## src/rtl/arbiter_pkg.sv

```systemverilog
// Shared types and helpers for the round-robin packet arbiter.
package arbiter_pkg;

  // Largest requester count the search helper supports.
  localparam int MAX_WIDTH = 32;
  localparam int MAX_LOG   = 5;

  typedef enum logic {
    IDLE = 1'b0,
    BUSY = 1'b1
  } arb_state_t;

  // Index of the first set bit of vec[width-1:0], scanning upward from ptr
  // and wrapping from width-1 back to 0. Returns 0 when nothing is set.
  function automatic int unsigned rr_first(input logic [MAX_WIDTH-1:0] vec,
                                           input int unsigned ptr,
                                           input int unsigned width);
    int unsigned pos;
    logic        found;
    rr_first = 0;
    found    = 1'b0;
    for (int unsigned k = 0; k < MAX_WIDTH; k++) begin
      if (k < width && !found) begin
        pos = ptr + k;
        if (pos >= width) pos = pos - width;
        if (vec[pos[MAX_LOG-1:0]]) begin
          rr_first = pos;
          found    = 1'b1;
        end
      end
    end
  endfunction

endpackage

```

## src/rtl/onehot_encoder_base.sv

```systemverilog
// One-hot to binary encoder; table (OR-of-masks) or loop implementation.
module onehot_encoder_base #(
  parameter  int WIDTH          = 4,
  parameter  int IMPLEMENTATION = 0,
  localparam int WIDTH_LOG      = $clog2(WIDTH)
) (
  input  logic [WIDTH-1:0]     oht,
  output logic [WIDTH_LOG-1:0] idx,
  output logic                 enc_vld
);

  // Requester positions whose binary index has bit b set.
  function automatic logic [WIDTH-1:0] bit_mask(input int b);
    logic [WIDTH-1:0] m;
    for (int i = 0; i < WIDTH; i++) m[i] = 1'((i >> b) & 1);
    return m;
  endfunction

  assign enc_vld = |oht;

  if (IMPLEMENTATION == 0) begin : g_table
    // Each index bit is the OR of the one-hot positions that carry it.
    for (genvar b = 0; b < WIDTH_LOG; b++) begin : g_bit
      assign idx[b] = |(oht & bit_mask(b));
    end
  end else begin : g_loop
    // OR together the indices of all set bits (exactly one for valid input).
    always_comb begin
      idx = '0;
      for (int i = 0; i < WIDTH; i++) begin
        if (oht[i]) idx = idx | WIDTH_LOG'(i);
      end
    end
  end

endmodule

```

## src/rtl/onehot_arbiter_rr.sv

```systemverilog
// Round-robin, packet-locking arbiter onto a single downstream channel.
module onehot_arbiter_rr
  import arbiter_pkg::*;
#(
  parameter  int WIDTH          = 4,
  parameter  int IMPLEMENTATION = 0,
  localparam int WIDTH_LOG      = $clog2(WIDTH)
) (
  input  logic                 clk,
  input  logic                 rst,
  input  logic [WIDTH-1:0]     req_vld,
  input  logic [WIDTH-1:0]     req_lst,
  output logic [WIDTH-1:0]     req_rdy,
  output logic [WIDTH-1:0]     gnt_oht,
  output logic [WIDTH_LOG-1:0] gnt_idx,
  output logic                 gnt_vld,
  output logic                 out_vld,
  output logic                 out_lst,
  input  logic                 out_rdy
);

  arb_state_t           state, state_nxt;
  logic [WIDTH_LOG-1:0] ptr, ptr_nxt;
  logic [WIDTH-1:0]     gnt_nxt;
  int unsigned          win;
  logic                 enc_vld;

  onehot_encoder_base #(
    .WIDTH          (WIDTH),
    .IMPLEMENTATION (IMPLEMENTATION)
  ) u_enc (
    .oht     (gnt_oht),
    .idx     (gnt_idx),
    .enc_vld (enc_vld)
  );

  assign gnt_vld = (state == BUSY);

  // State, priority pointer and grant registers.
  always_ff @(posedge clk or posedge rst) begin
    if (rst) begin
      state   <= IDLE;
      ptr     <= '0;
      gnt_oht <= '0;
    end else begin
      // NOTE: non-blocking so every register samples the pre-edge values.
      state   <= state_nxt;
      ptr     <= ptr_nxt;
      gnt_oht <= gnt_nxt;
    end
  end

  // Arbitration in IDLE, packet forwarding and release in BUSY.
  always_comb begin
    // NOTE: defaults first so no path leaves a signal unassigned (no latches).
    state_nxt = state;
    ptr_nxt   = ptr;
    gnt_nxt   = gnt_oht;
    req_rdy   = '0;
    out_vld   = 1'b0;
    out_lst   = 1'b0;
    win       = rr_first(MAX_WIDTH'(req_vld), 32'(ptr), 32'(WIDTH));
    unique case (state)
      IDLE: begin
        if (|req_vld) begin
          gnt_nxt   = WIDTH'(1) << win;
          state_nxt = BUSY;
        end
      end
      BUSY: begin
        out_vld = |(req_vld & gnt_oht);
        out_lst = |(req_lst & gnt_oht);
        req_rdy = gnt_oht & {WIDTH{out_rdy}};
        if (out_vld && out_rdy && out_lst) begin
          state_nxt = IDLE;
          gnt_nxt   = '0;
          ptr_nxt   = (gnt_idx == WIDTH_LOG'(WIDTH - 1)) ? '0
                                                         : gnt_idx + WIDTH_LOG'(1);
        end
      end
      default: state_nxt = IDLE;
    endcase
  end

  a_gnt_onehot0 : assert property (@(posedge clk) disable iff (rst) $onehot0(gnt_oht));
  a_gnt_vld     : assert property (@(posedge clk) disable iff (rst) gnt_vld == enc_vld);
  a_rdy_granted : assert property (@(posedge clk) disable iff (rst) (req_rdy & ~gnt_oht) == '0);

endmodule
```

## config.mk

```make
export PLATFORM = sky130hd
export DESIGN_NAME = onehot_arbiter_rr
export DESIGN_NICKNAME = d
export VERILOG_FILES = /design/src/rtl/arbiter_pkg.sv /design/src/rtl/onehot_encoder_base.sv /design/src/rtl/onehot_arbiter_rr.sv
export SDC_FILE = /design/constraint.sdc
export NUM_CORES = 1
export LEC_CHECK = 0
export ABC_AREA = 0
export BUFFER_PORTS_ARGS = -buffer_cell sky130_fd_sc_hd__buf_4
export CORE_MARGIN = 3
export CORE_UTILIZATION = 45
export DETAILED_ROUTE_END_ITERATION = 6
export PLACE_DENSITY_LB_ADDON = 0.12
export SYNTH_ARGS = -nofsm -noshare
export SYNTH_HDL_FRONTEND = slang
export SYNTH_SLANG_ARGS = --single-unit
```

## constraint.sdc

```tcl
create_clock -name clk -period 2.9 [get_ports clk]
set_input_delay 0 -clock clk [delete_from_list [all_inputs] [get_ports clk]]
set_output_delay 0 -clock clk [all_outputs]
set_load 0.02 [all_outputs]
```

==> load_flow_metrics.sql <==
INSERT INTO impl_metrics (metric_group, metric, value, unit) VALUES
('cells_and_area', 'antenna_diode_count', '0', ''),
('setup_path', 'reg2reg_depth', '7', ''),
('logic_synthesis', 'synth.avg_cell_area', '8.84', 'um2'),
('place', 'place.port_buffers', '23', ''),
('timing', 'clock_skew', '0.00474', 'ns'),
('cells_and_area', 'multiInputGateArea', '510', 'um2'),
('timing', 'period_share', '76.1', '%'),
('detailed_routing', 'first_drt_pass_iteration_count', '4', ''),
('die', 'boundary_pins', '24', ''),
('timing', 'setup_tns', '0', 'ns'),
('grt', 'grt_start_max_net_pins', '13', ''),
('logic_synthesis', 'ys_async_rst_share', '100', '%'),
('grt', 'grt_pass1_vias', '683', ''),
('power', 'largest_vdd_supply_drop', '601', 'uV'),
('cells_and_area', 'fin_area', '936', 'um2'),
('place', 'detailed_place_hpwl', '1430', 'um'),
('logic_synthesis', 'post_synthesis_compound_gate_area_fraction', '25.2', '%'),
('place', 'post_dp_cell_area', '900', 'um2'),
('setup_path', 'critical-path-top-delay-family', 'flip-flops', ''),
('timing', 'timing.final.max_slew_violations', '0', ''),
('status', 'status', 'finished, final reports clean', ''),
('setup_path', 'cp-start-kind', 'flop', ''),
('detailed_routing', 'post_drt_via_cell_ratio', '5.85', ''),
('setup_path', 'timing.critical_path.cells', 'inv_1 -> ha_1 -> mux4_2 -> nand2_1 -> nor3b_1 -> nand4b_2 -> a32o_2', ''),
('setup_path', 'crit_path_max_incr_delay', '0.52', 'ns'),
('timing', 'fin_crit', '2.21', 'ns'),
('cells_and_area', 'layout-area-overhead-vs-synth', '30.8', '%'),
('clock_network', 'insertion_delay', '0.25', 'ns'),
('power', 'design_power_total', '0.864', 'mW'),
('setup_path', 'end_kind', 'flop', ''),
('logic_synthesis', 'synthesized_area_fraction_occupied_by_and_or_nand_nor_cells', '25.2', '%'),
('cells_and_area', 'fin_util', '66.9', '%'),
('setup_path', 'crit_path_max_fanout', '10', ''),
('logic_synthesis', 'synth_seq_area_share', '24.5', '%'),
('clock_network', 'cts-root-to-sink-buffers', '2', ''),
('setup_path', 'timing.critical_path.arrival', '2.34', 'ns'),
('setup_path', 'r2r_end', 'gnt_oht[3]$_DFFE_PP0P_', ''),
('logic_synthesis', 'synth_cell_type_count', '38', ''),
('logic_synthesis', 'gate_count_of_the_mapped_netlist', '81', ''),
('clock_network', 'clkTransAtPathRegs', '0.05', 'ns'),
('clock_network', 'cts_tree', 'done', ''),
('die', 'floorplan.initialDensity', '51.2', '%'),
('grt', 'track_usage', '20.2', '%'),
('setup_path', 'timing.setup.critical_path_class', 'reg -> reg', ''),
('grt', 'overflow', '0', ''),
('logic_synthesis', 'ys_seq_elements', '7', ''),
('worst_hold_path', 'worst_hold_startpoint', 'out_rdy', ''),
('clock_network', 'root_buffer', 'clkbuf_4', ''),
('place', 'finalWeightedCongestion', '0.853', ''),
('grt', 'wire_length_of_the_first_global_routing_pass', '3040', 'um'),
('clock_network', 'ctsHtreeMaxLevel', '1', ''),
('logic_synthesis', 'synthMuxAreaShare', '11.0', '%'),
('detailed_routing', 'detail_route.iter0.violations', '18', ''),
('logic_synthesis', 'synth.cell_area', '716', 'um2'),
('detailed_routing', 'remaining_drc_errors', '0', ''),
('cells_and_area', 'net_count_reported_at_finish', '125', ''),
('die', 'die_height', '45.9', 'um'),
('worst_hold_path', 'worst_hold_path.num_cells', '3', ''),
('timing', 'worst_pin_slew', '0.704', 'ns'),
('timing', 'rsz0062_at_grt', 'false', ''),
('clock_network', 'cts_made_buffers', '3', ''),
('power', 'power.static_leakage', '0.473', 'nW'),
('logic_synthesis', 'postSynth.topFlopCell', 'dfrtp_1', ''),
('logic_synthesis', 'synth-adder-area-share', '8.74', '%'),
('grt', 'number_of_antenna_violations_at_the_first_check_in_global_routing', '0', ''),
('die', 'dieArea', '2100', 'um2'),
('worst_hold_path', 'hold_path_class', 'in -> reg', ''),
('job', 'max_cap_viol_count', '0', ''),
('die', 'standard_cell_rows', '13', ''),
('logic_synthesis', 'synth_enable_flop_cells', '0', ''),
('detailed_routing', 'detailroute.via_count', '719', '');
[stage by stage]
step	std cells	hold WS, ns	setup slack (ns)
floorplan	81	-0.197	0.886
global placement	118	-0.0565	0.788
detailed placement	118	-0.0537	0.713
CTS	123	0.159	0.700
global route	123	0.209	0.555
finish	123	0.162	0.692
[worst reg2reg max path, stage by stage, from the launching register on]
cell,delay (ns)
dfrtp_1,0.52
inv_1,0.13
ha_1,0.39
mux4_2,0.31
nand2_1,0.10
nor3b_1,0.05
nand4b_2,0.28
a32o_2,0.31
[layout by cell type (no fill, tap or decap), drive strengths merged, types with 2 or more instances in the layout]
master	n
a22oi	5
nor3	2
nand3	2
buf	24
mux2i	3
a21oi	4
and3	6
clkbuf	4
nand2b	2
mux2	2
dfrtp	7
o21ai	4
inv	4
or2	3
ha	5
nand2	8
nor2b	2
nor2	4
[layer usage]
| metal | track usage [%] | vias to the layer above | wire length [um] |
|---|---|---|---|
| met5 | 0 | - | 0 |
| met4 | 6.25 | 0 | 27 |
| met3 | 6.72 | 2 | 78 |
| met2 | 33.8 | 18 | 953 |
| met1 | 24.2 | 336 | 833 |
| li1 | - | 363 | - |
[report_power, final]
| group | switching [mW] | internal, mW |
|---|---|---|
| clock | 0.0332 | 0.0523 |
| sequential | 0.0540 | 0.127 |
| combinational | 0.328 | 0.269 |
[kinds of logic after synthesis]
family	after synthesis
and+or+nand+nor	32
AOI/OAI and AO/OA	24
DFF	7
buffers and inverters	6
muxes	6
adders and majority gates	5
xor gates and xnor gates	1
[Yosys cell counts, types with 2 or more instances]
cell type	number	area, um2
ha_1	5	62.6
nor2_1	4	15.0
nand3_1	2	10.0
dfrtp_1	7	175
nand2_1	8	30.0
a21oi_1	3	15.0
mux2i_1	3	30.0
nor2b_1	2	12.5
and3_1	6	37.5
o21ai_0	3	15.0
a22oi_1	5	37.5
inv_1	4	15.0
or2_2	3	18.8
nand2b_1	2	12.5
[state kept, by name (all words and copies together), names as in the netlist]
name and cells:
gnt_vld 1, ptr 2, gnt_oht 4
[worst max path at each step]
stage / from / end / slack [ns] / depth (start not counted)
detailed placement: ptr[1]$_DFFE_PP0P_ / gnt_oht[3]$_DFFE_PP0P_ / 0.71 / 7
finish: ptr[1]$_DFFE_PP0P_ / gnt_oht[3]$_DFFE_PP0P_ / 0.69 / 7
global route: ptr[1]$_DFFE_PP0P_ / gnt_oht[3]$_DFFE_PP0P_ / 0.55 / 7
CTS: ptr[1]$_DFFE_PP0P_ / gnt_oht[3]$_DFFE_PP0P_ / 0.70 / 7
global placement: ptr[1]$_DFFE_PP0P_ / gnt_oht[3]$_DFFE_PP0P_ / 0.79 / 7
floorplan: ptr[0]$_DFFE_PP0P_ / gnt_oht[3]$_DFFE_PP0P_ / 0.89 / 8
[cell type report]
class,instances,share of cell area [%]
repair buffers,25,20.3
flip-flops and latches,7,18.7
inverters,4,1.60
well taps,15,2.01
multi-input cells,68,54.5
clock buffers,4,2.81
No activity file was read; power rests on OpenSTA's default activity.
